### src/rtl/sysid_check_pkg.sv
// Shared types and constants for the system-ID check master.
// FSM state encoding, slave word addresses and stall counter width.
package sysid_check_pkg;

    typedef enum logic [2:0] {
        IDLE,
        RD_ID,
        LAT_ID,
        RD_TS,
        LAT_TS,
        FIN
    } state_e;

    localparam logic ADDR_ID = 1'b0;
    localparam logic ADDR_TS = 1'b1;

    localparam int STALL_W = 16;

endpackage

### src/rtl/sysid_check_master.sv
// Avalon-MM master that reads the system ID and timestamp words and compares them.
// Optional single retry on compare failure: define SYSID_CHECK_RETRY_EN.
module sysid_check_master
    import sysid_check_pkg::*;
#(
    parameter logic [31:0] EXPECTED_ID    = 32'd0,
    parameter logic [31:0] EXPECTED_TS    = 32'd1575277317,
    parameter int          READ_LATENCY   = 0,
    parameter int          TIMEOUT_CYCLES = 255
) (
    input  logic        clock,
    input  logic        reset_n,
    input  logic        start,
    output logic        address,
    output logic        read,
    input  logic        waitrequest,
    input  logic [31:0] readdata,
    output logic        busy,
    output logic        done,
    output logic        id_ok,
    output logic        ts_ok,
    output logic        timeout,
    output logic [31:0] id_value,
    output logic [31:0] ts_value
);

    localparam logic [1:0]         LAT_N = 2'(READ_LATENCY);
    localparam logic [STALL_W-1:0] TO_N  = STALL_W'(TIMEOUT_CYCLES);

    state_e             state_q, state_d;
    logic               addr_q, addr_d;
    logic [STALL_W-1:0] stall_q, stall_d;
    logic [1:0]         lat_q, lat_d;
    logic               id_ok_q, id_ok_d;
    logic               ts_ok_q, ts_ok_d;
    logic               tmo_q, tmo_d;
    logic [31:0]        id_val_q, id_val_d;
    logic [31:0]        ts_val_q, ts_val_d;
    logic               cap_id, cap_ts, fin_cmp;
`ifdef SYSID_CHECK_RETRY_EN
    logic               retry_q, retry_d;
`endif

    // Next-state, capture and handshake decode for the read sequence
    always_comb begin
        state_d  = state_q;
        addr_d   = addr_q;
        stall_d  = stall_q;
        lat_d    = lat_q;
        id_ok_d  = id_ok_q;
        ts_ok_d  = ts_ok_q;
        tmo_d    = tmo_q;
        id_val_d = id_val_q;
        ts_val_d = ts_val_q;
`ifdef SYSID_CHECK_RETRY_EN
        retry_d  = retry_q;
`endif
        cap_id   = 1'b0;
        cap_ts   = 1'b0;
        fin_cmp  = 1'b0;
        read     = 1'b0;
        done     = 1'b0;
        busy     = (state_q != IDLE);
        unique case (state_q)
            IDLE: begin
                if (start) begin
                    state_d  = RD_ID;
                    addr_d   = ADDR_ID;
                    stall_d  = '0;
                    lat_d    = '0;
                    id_ok_d  = 1'b0;
                    ts_ok_d  = 1'b0;
                    tmo_d    = 1'b0;
                    id_val_d = '0;
                    ts_val_d = '0;
`ifdef SYSID_CHECK_RETRY_EN
                    retry_d  = 1'b0;
`endif
                end
            end
            RD_ID, RD_TS: begin
                read = 1'b1;
                if (!waitrequest) begin
                    stall_d = '0;
                    if (LAT_N == 2'd0) begin
                        if (state_q == RD_ID) begin
                            cap_id  = 1'b1;
                            state_d = RD_TS;
                            addr_d  = ADDR_TS;
                        end else begin
                            cap_ts  = 1'b1;
                            fin_cmp = 1'b1;
                            state_d = FIN;
                        end
                    end else begin
                        lat_d   = 2'd1;
                        state_d = (state_q == RD_ID) ? LAT_ID : LAT_TS;
                    end
                end else begin
                    stall_d = stall_q + 1'b1;
                    if (stall_d == TO_N) begin
                        state_d = FIN;
                        tmo_d   = 1'b1;
                        id_ok_d = 1'b0;
                        ts_ok_d = 1'b0;
                    end
                end
            end
            LAT_ID: begin
                if (lat_q == LAT_N) begin
                    cap_id  = 1'b1;
                    state_d = RD_TS;
                    addr_d  = ADDR_TS;
                    stall_d = '0;
                end else begin
                    lat_d = lat_q + 2'd1;
                end
            end
            LAT_TS: begin
                if (lat_q == LAT_N) begin
                    cap_ts  = 1'b1;
                    fin_cmp = 1'b1;
                    state_d = FIN;
                end else begin
                    lat_d = lat_q + 2'd1;
                end
            end
            FIN: begin
                done    = 1'b1;
                state_d = IDLE;
`ifdef SYSID_CHECK_RETRY_EN
                if (!tmo_q && !(id_ok_q && ts_ok_q) && !retry_q) begin
                    done     = 1'b0;
                    retry_d  = 1'b1;
                    state_d  = RD_ID;
                    addr_d   = ADDR_ID;
                    stall_d  = '0;
                    id_ok_d  = 1'b0;
                    ts_ok_d  = 1'b0;
                    id_val_d = '0;
                    ts_val_d = '0;
                end
`endif
            end
            default: state_d = IDLE;
        endcase
        if (cap_id) id_val_d = readdata;
        if (cap_ts) ts_val_d = readdata;
        if (fin_cmp) begin
            id_ok_d = (id_val_d == EXPECTED_ID);
            ts_ok_d = (ts_val_d == EXPECTED_TS);
        end
    end

    // State, counters and result registers
    always_ff @(posedge clock or negedge reset_n) begin
        if (!reset_n) begin
            state_q  <= IDLE;
            addr_q   <= ADDR_ID;
            stall_q  <= '0;
            lat_q    <= '0;
            id_ok_q  <= 1'b0;
            ts_ok_q  <= 1'b0;
            tmo_q    <= 1'b0;
            id_val_q <= '0;
            ts_val_q <= '0;
        end else begin
            state_q  <= state_d;
            addr_q   <= addr_d;
            stall_q  <= stall_d;
            lat_q    <= lat_d;
            id_ok_q  <= id_ok_d;
            ts_ok_q  <= ts_ok_d;
            tmo_q    <= tmo_d;
            id_val_q <= id_val_d;
            ts_val_q <= ts_val_d;
        end
    end

`ifdef SYSID_CHECK_RETRY_EN
    // Remembers that the one permitted rerun has been used
    always_ff @(posedge clock or negedge reset_n) begin
        if (!reset_n) retry_q <= 1'b0;
        else          retry_q <= retry_d;
    end
`endif

    assign address  = addr_q;
    assign id_ok    = id_ok_q;
    assign ts_ok    = ts_ok_q;
    assign timeout  = tmo_q;
    assign id_value = id_val_q;
    assign ts_value = ts_val_q;

endmodule

### config.mk
export PLATFORM = sky130hd
export DESIGN_NAME = sysid_check_master
export DESIGN_NICKNAME = d
export VERILOG_FILES = /design/src/rtl/sysid_check_pkg.sv /design/src/rtl/sysid_check_master.sv
export SDC_FILE = /design/constraint.sdc
export NUM_CORES = 1
export LEC_CHECK = 0
export ABC_AREA = 1
export CORE_MARGIN = 2
export CORE_UTILIZATION = 50
export DETAILED_ROUTE_END_ITERATION = 8
export PLACE_DENSITY = 0.83
export SLEW_MARGIN = 10
export SYNTH_ARGS = -nofsm -noshare
export SYNTH_HDL_FRONTEND = slang
export SYNTH_SLANG_ARGS = --single-unit
export TNS_END_PERCENT = 5
### constraint.sdc
create_clock -name clock -period 2.35 [get_ports clock]
set_clock_uncertainty 0.05 [all_clocks]
set_input_delay 0.47 -clock clock [delete_from_list [all_inputs] [get_ports clock]]
set_output_delay 0.47 -clock clock [all_outputs]
set_load 0.05 [all_outputs]
==> reports/metrics.csv <==
metric;value;unit
die_y;99.4;um
synth_top_family_by_area;simple AND/OR/NAND/NOR gates;
p_per_area;1460;mW/mm^2
final_cell_area;0.00604;sq mm
syn_inst;608;
yosysMostFrequentCell;nand2_1;
whs;-3.15;ps
arrival;1620;ps
grt_pass1_vias;4376;
grt_pass1_wl;20800;um
status;finished with violations;
die_w;99.4;um
clk_latency;360;ps
ant_nets;0;
drtPass1Iterations;7;
ys_types;30;
maxCapViolCount;0;
drt_iter0_drc;235;
synth.area.top_cells;dfrtp_1 (49%), nand2_1 (15%), nor2_1 (7.3%), inv_1 (6.8%), o21ai_0 (3.9%);
layout-drive-gt1-share;0.0879;
synth-simple-area-share;0.299;
yosysTopAreaCellShare;0.490;
yosys_warnings;0;
ir_worst_vdd;0.853;mV
grt_usage;0.263;
synth_mux_area_frac;0;
setup-tns-final;0;ps
critical_path_buf_inv_count;1;
path_class;flop to output port;
num_rows;34;
final_cells;836;
worst_pin_slew;575;ps
synth_xor_area_frac;0;
cp_top_family;buffers and inverters;
crit_required;1830;ps
cp_cell_sequence;clkdlybuf4s50_1;
cts_num_sinks;89;
met3_length;803;um
max_stage_delay;830;ps
timing.final.ws_setup;211;ps
syn_nets;648;
globalRouteOverflowTotal;0;
syn_to_final_growth;32.8;%
routed_via_density;5.25;
dr.max_layer_used;met4;
antenna_found_initial;0;
synth_fa_ha_area_frac;0.0110;
fmax;0.468;GHz
startpoint;ts_ok;
diodes;0;
cts_hold_buf;0;
detail_route.wl_per_cell;15.1;um
cts_tree;done;
synth_compound_area_frac;0.0971;
dp_hpwl;9290;um
place_area;0.00582;sq mm
cp-start-kind;flop;
grt_max_degree;58;
boundaryPins;107;
violations;negative hold slack;
yosys.area.top_type;dfrtp_1;
wl_met1;5310;um
ys_seq_area_frac;0.490;
netlist_area;0.00455;sq mm
routed_wl;12600;um
pre_cts_ws;-35.3;ps
initial_utilization;0.519;
path_clk_slew;90;ps
yosys-top-cells-count;nand2_1 (187), dfrtp_1 (89), nor2_1 (88);
h-tree-depth;3;
ys_seq_elements;89;
cts-root-buf;clkbuf_8;
rsz0062_at_grt;false;
coreArea;0.00876;sq mm
fillers;723;
end_kind;output port;
worstPathMaxFanout;2;
synth_area_per_cell;7.48;sq um
relSlewSlack;0.615;
synth_top_flop_cell;dfrtp_1;
slew_violations;0;
dieArea;0.00988;sq mm
port_buffers;106;
synthArstFlopShare;1.00;
cp_slowest_cell;clkdlybuf4s50_1;
finalSetupViolations;0;
post-route-period-util;0.910;
drc_errors;0;
hold_class;primary input to async pin;
clockBufferDepth;2;
gp_congestion;0.899;
period_needed;2140;ps
postCtsSetupBuffers;0;
layout.nets;764;
r2r_start;state_q[2];
cp_num_cells;1;
met2WireLength;6290;um
numCtsBuffers;9;
worstRegToRegCells;13;
vias;4388;
dp_cells;821;
total_leakage_power;2.95;nW
synth-edff-count;0;
hold_violations;6;
## power by group
part	internal, mW	switching, mW
Sequential	2.07	0.374
Clock	0.546	0.544
Combinational	1.72	3.56
Total	4.33	4.48
## layer usage
metal  track usage  vias up
li1              -     2128
met1         0.342     2091
met2         0.446      148
met3        0.0576       21
met4        0.0685        0
met5             0        -
## cell type report
type	instances	area, sq um	area share
Clock inverter	2	37.5	0.00621
Clock buffer	13	159	0.0263
Sequential cell	89	2230	0.369
Tap cell	108	135	0.0224
Inverter	86	325	0.0539
Timing Repair Buffer	124	1270	0.211
Multi-Input combinational cell	414	1880	0.311
## registers in the layout (all words and copies together) (netlist names)
name,flops
address,1
id_ok,1
id_value,32
lat_q,2
stall_q,16
state_q,3
timeout,1
ts_ok,1
ts_value,32
## cell usage in the layout, fill, tap and decap left out, types with 6 or more instances in the layout
cell type,n
dfrtp_1,86
buf_12,7
clkbuf_8,11
buf_4,14
nand4_1,8
nand2_1,185
o21ai_1,16
nand3_1,33
o22ai_1,7
nor2_2,6
a21oi_1,11
inv_1,82
o21ai_0,35
nor2_1,83
clkdlybuf4s50_1,102
## what timing repair did
item                                    4_1_cts  5_1_grt
gates resized for setup                       1       12
pin swaps                                     0        1
endpoints found under the setup margin        1        6
## final timing paths
path                               to  slack, ps
setup / recovery                ts_ok        210
hold / removal             stall_q[7]         -3
setup reg to reg                ts_ok        230
hold reg to reg               timeout        430
min in group clock            timeout        430
max in group asynchronous  state_q[1]       1550
## logic make-up (layout without fill, tap and decap cells)
family	after synthesis	after routing
AND/OR/NAND/NOR	330	330
buffers and inverters	105	225
flip-flops	89	89
AO/OA/AOI/OAI	80	80
adder cells (fa/ha/maj)	4	4
## per-stage QoR
stage | total power [mW] | utilization
finish | 8.81 | 0.689
global route | 9.33 | 0.689
CTS | 8.80 | 0.686
detailed placement | 7.69 | 0.664
global placement | 7.59 | 0.664
floorplan | 5.93 | -
No activity file was read; power rests on OpenSTA's default activity.
==> patch 1, RTL diff (same flow settings) <==
Register the output `timeout` once more, cleared by the reset; this adds one clock of latency there. The other outputs are not delayed to match.
--- a/src/rtl/sysid_check_master.sv
+++ b/src/rtl/sysid_check_master.sv
@@ -188,7 +188,13 @@
     assign address  = addr_q;
     assign id_ok    = id_ok_q;
     assign ts_ok    = ts_ok_q;
-    assign timeout  = tmo_q;
+    always_ff @(posedge clock or negedge reset_n) begin
+        if (!reset_n) begin
+            timeout <= '0;
+        end else begin
+            timeout <= tmo_q;
+        end
+    end
     assign id_value = id_val_q;
     assign ts_value = ts_val_q;
 
Function: same outputs for any inputs over 4 cycles, from zero or initial values and one cycle with reset_n low; that may be too few to reach the edited logic, so the function may still have changed.
==> patch 1 against the original RTL <==
  * Maximum frequency shrank 2.6%
  * Utilization grew 1.1 points
  * Sequential cell count rose by 1
  * Via count rose by 2.2%
  * Power increased by 6.6%
  * Largest cell class unchanged
  * Worst setup slack worse by 56 ps
  * Count of clock-buffer cells in the layout fell by 4
  * Final cell count rose by 1.8%
  * Design area increased by 1.6%
  * Sequential power increased by 3%
  * Register-to-register slack worse by 80 ps
  * Synthesized area decreased by 0.30%
  * Routed wire length hardly changed
==> patch 1: results (changes against the original RTL) <==
Outcome: complete, no violations
Dominant cells by area after synthesis: dfrtp_1, nand2_1, inv_1
Routed length per instance: 14.9 um (-1.7%)
Share of cells above drive strength 1: 9.42% (+0.63 points)
Tmin final: 2200 ps (+56.2 ps)
TritonRoute pass-1 iters: 6 (-1)
VDD IR max: 1130 uV (+32%)
Worst path arrival time: 2410 ps (+790 ps)
Layout Cells excl Fill: 851 (+1.8%)
Vias in the first global route: 4460 (+1.9%)
Register area share after synthesis: 49.7% (+0.70 points)
Worst path max stage delay: 420 ps (-410 ps)
Crit Path Category: flop to flop
Placement Cell Area: 5900 um2 (+1.4%)
Placer Congestion: 0.897 (-0.20%)
Ys flop type: dfrtp_1
Worst R2R Path Depth: 14 (+1)
Clock buffer depth: 2 (unchanged)
Worst-Margin Slew: 549 ps (-26.7 ps)
Total track usage: 26.6% (+0.36 points)
Setup crit start: stall_q[1]$_DFFE_PN0P_
Post-synth EDFFs: 0 (unchanged)
Syn Area/Cell: 7.45 um2 (-0.47%)
Synth unique cells: 28 (-6.7%)
Placed Cells incl. Taps: 835 (+1.7%)
P_leak: 3.03 nW (+2.6%)
Drt initial violations: 274 (+17%)
Asr flop ratio synth: 100% (unchanged)
Via density: 5.27 (+0.39%)
Max Fanout on Critical Path: 5 (+3)
Global-route wire length before repair: 20800 um (about the same)
Worst R2R Setup Slack: 150 ps (-80 ps)
Dpl ws: -121 ps (-85.7 ps)
Crit-path slowest cell: dfrtp_1
Synth cell count leaders: nand2_1, inv_1, dfrtp_1
Nets: 777 (+1.7%)
Later-pin clock latency in the skew report: 380 ps (+20 ps)
Hpwl dp: 9300 um (+0.13%)
Number of diodes: 0 (unchanged)
PortBufs: 106 (unchanged)
Largest net degree at the start of global routing: 56 (-3.4%)
Reg2reg start: stall_q[1]$_DFFE_PN0P_
RR Endpoint: state_q[1]$_DFFE_PN0P_
patch 1: cell types whose count changed after synthesis, moves of 3 or more:
cell     unedited run  this run
nand4_1             8         5
nor3_1              2         5
buf_2               4        10
o21ai_2             5         2
inv_2               2         6
nor2_1             88        81
nand3_1            33        39
o21ai_1            16        33
inv_1              82       101
nand2_1           187       162
a21oi_1            11         6
patch 1: worst max-delay path, delay by kind of cell, from the launching register on:
family	cells	cell delay (ps)
DFF	1	420
and+or+nand+nor	13	1350
adders and majority gates	1	280
patch 1: timing repair:
action,4_1_cts,5_1_grt
setup buffers,0,0
resized for setup,0,3
setup endpoints to repair,0,5
patch 1: final cells by class:
cell class,instances,area [um2]
fill,673,2620
sequential,90,2250
multi-input combinational,390,1750
timing repair buffer,139,1360
inverter,108,405
tap,108,135
clock buffer,9,124
clock inverter,7,108
patch 1: cell families after synthesis:
family | synth area share, %
and+or+nand+nor | 26.6
buffers and inverters | 12.1
DFF | 49.7
AOI/OAI and AO/OA | 10.2
xor gates and xnor gates | 0.579
adders and majority gates | 0.828
patch 1: per-layer routing:
layer	GRT usage (%)	wire length, um	share of wire (%)
met5	0	0	0
met4	11.1	309	2.4
met3	7.10	1070	8.5
met2	44.3	6320	50
met1	33.0	4950	39
patch 1: where the power goes:
group | leakage [nW] | internal, mW | switching (mW)
combinational | 1.76 | 1.92 | 3.71
sequential | 1.15 | 2.12 | 0.400
clock | 0.120 | 0.623 | 0.610
total | 3.03 | 4.67 | 4.73
patch 1: stage by stage:
stage	hold slack [ps]	total power, mW	utilization (%)
floorplan	124	6.10	-
global placement	309	7.99	67.3
detailed placement	328	8.13	67.3
CTS	4.21	9.41	70.0
global route	23.4	9.95	70.1
finish	11.3	9.39	70.1
==> patch 2, RTL diff (same settings) <==
Without the edit above. Change the parameter `EXPECTED_TS` from 32'd1575277317 to 32'd1073741824.
--- a/src/rtl/sysid_check_master.sv
+++ b/src/rtl/sysid_check_master.sv
@@ -4,7 +4,7 @@
     import sysid_check_pkg::*;
 #(
     parameter logic [31:0] EXPECTED_ID    = 32'd0,
-    parameter logic [31:0] EXPECTED_TS    = 32'd1575277317,
+    parameter logic [31:0] EXPECTED_TS    = 32'd1073741824,
     parameter int          READ_LATENCY   = 0,
     parameter int          TIMEOUT_CYCLES = 255
 ) (
Check against the original RTL: not equivalent (a bounded check fails within 4 cycles, from zero or initial values and one cycle with reset_n low).
==> patch 2 against the original RTL <==
  * Synthesized area increased by 3.8%
  * Largest power group unchanged
  * Maximum frequency decreased by 3.0%
  * Sequential cell count unchanged
  * Synthesized cell count increased by 8.2%
  * Design area increased by 1.5%
  * Worst setup slack got worse by 67 ps
  * Register-to-register slack got worse by 50 ps
  * Routed wire length increased by 1.6%
  * Power increased by 0.73%
==> patch 2: results (changes against the original RTL) <==
Worst R2R Setup Slack: 180 ps (-50 ps)
Total Wirelength: 12800 um (+1.6%)
Global-route wire length before repair: 21600 um (+3.7%)
VDD IR max: 948 uV (+11%)
Vias in the first global route: 4589 (+4.9%)
Hpwl dp: 9690 um (+4.4%)
Worst path arrival time: 1690 ps (+70 ps)
Total track usage: 26.9% (+0.67 points)
CP Capture Point: busy
HP Class: primary input to async pin
Reg2reg start: state_q[0]$_DFFE_PN0P_
Crit Path Category: flop to output port
Sw Share: 51.9% (+1.0 points)
Non-clk invs: 113 (+31%)
Setup crit start: state_q[2]$_DFFE_PN0P_
Clock buffers: 10 (-3)
TAP cells: 111 (+2.8%)
Reg power frac: 27.3% (-0.4 points)
RR Endpoint: id_ok$_DFFE_PN0P_
Nets: 810 (+6.0%)
Via density: 5.07 (-3.5%)
Later-pin clock latency in the skew report: 370 ps
Clock root cell: clkbuf_8
Post-Syn Nets: 698 (+7.7%)
Seq. cell area: 2230 um2 (about the same)
Placement Cell Area: 5920 um2 (+1.8%)
Drt initial violations: 235 (unchanged)
Worst-Margin Slew: 576 ps (+0.977 ps)
Buffering overhead: 19.8% (-1.3 points)
Max Fanout on Critical Path: 6 (+4)
Placer Congestion: 0.912 (+1.4%)
Adder-cell share of the synthesized area: 1.06% (-0.040 points)
Comb power frac: 60.7% (+0.8 points)
Inserted Clock Buffers: 9 (unchanged)
Synth unique cells: 31 (+3.3%)
# fillers: 753 (+4.1%)
YS warnings: 0 (unchanged)
TritonRoute pass-1 iters: 5 (-2)
Complex-gate fraction of the synthesized area: 7.00% (-2.7 points)
Clk tree area frac: 3.18% (-0.069 points)
Outcome: complete, no violations
Asr flop ratio synth: 100% (unchanged)
Hold Slack: 35.0 ps (+38.2 ps)
Dominant cells by area after synthesis: dfrtp_1, nand2_1, nor2_1
Register area share after synthesis: 47.2% (-1.8 points)
Initial antenna violation count: 0 (unchanged)
Share of cells above drive strength 1: 7.48% (-1.3 points)
Synth cell count leaders: nand2_1, nor2_1, inv_1
PortBufs: 106 (unchanged)
#MultiIn Comb: 436 (+5.3%)
Largest net degree at the start of global routing: 43 (-26%)
Setup Buffers After CTS: 0 (unchanged)
Area of the multi-input gates: 1930 um2 (+2.7%)
P_leak: 3.18 nW (+7.7%)
Finished Cell Area: 6130 um2 (+1.5%)
CTS H-tree lvls: 3 (unchanged)
Non-clock buffers: 121 (-2.4%)
==> patch 2: critical path: stages (launching register included) <==
cell and delay (ps):
dfrtp_1 480, inv_2 130, nand2_1 170, dlygate4sd2_1 550
==> patch 2: per-stage QoR <==
step / power [mW] / TNS (ps) / instances / worst slack, ps
floorplan: 6.10 / 0 / 658 / 221
global placement: 7.69 / -6.12 / 870 / -6.12
detailed placement: 7.80 / -26.0 / 870 / -26.0
CTS: 8.88 / 0 / 886 / 147
global route: 9.45 / -37.2 / 886 / -37.2
finish: 8.88 / 0 / 886 / 144
==> patch 2: per-layer routing <==
metal	wire, um	part of all wire [%]	GRT usage (%)
met4	169	1.3	8.21
met3	1070	8.4	6.49
met2	6200	48	43.9
met1	5390	42	35.9
met5	0	0	0
==> patch 2: cells by family after synthesis <==
family	count (synthesis)
adders and majority gates	4
buffers and inverters	133
DFF	89
AOI/OAI and AO/OA	59
and+or+nand+nor	373
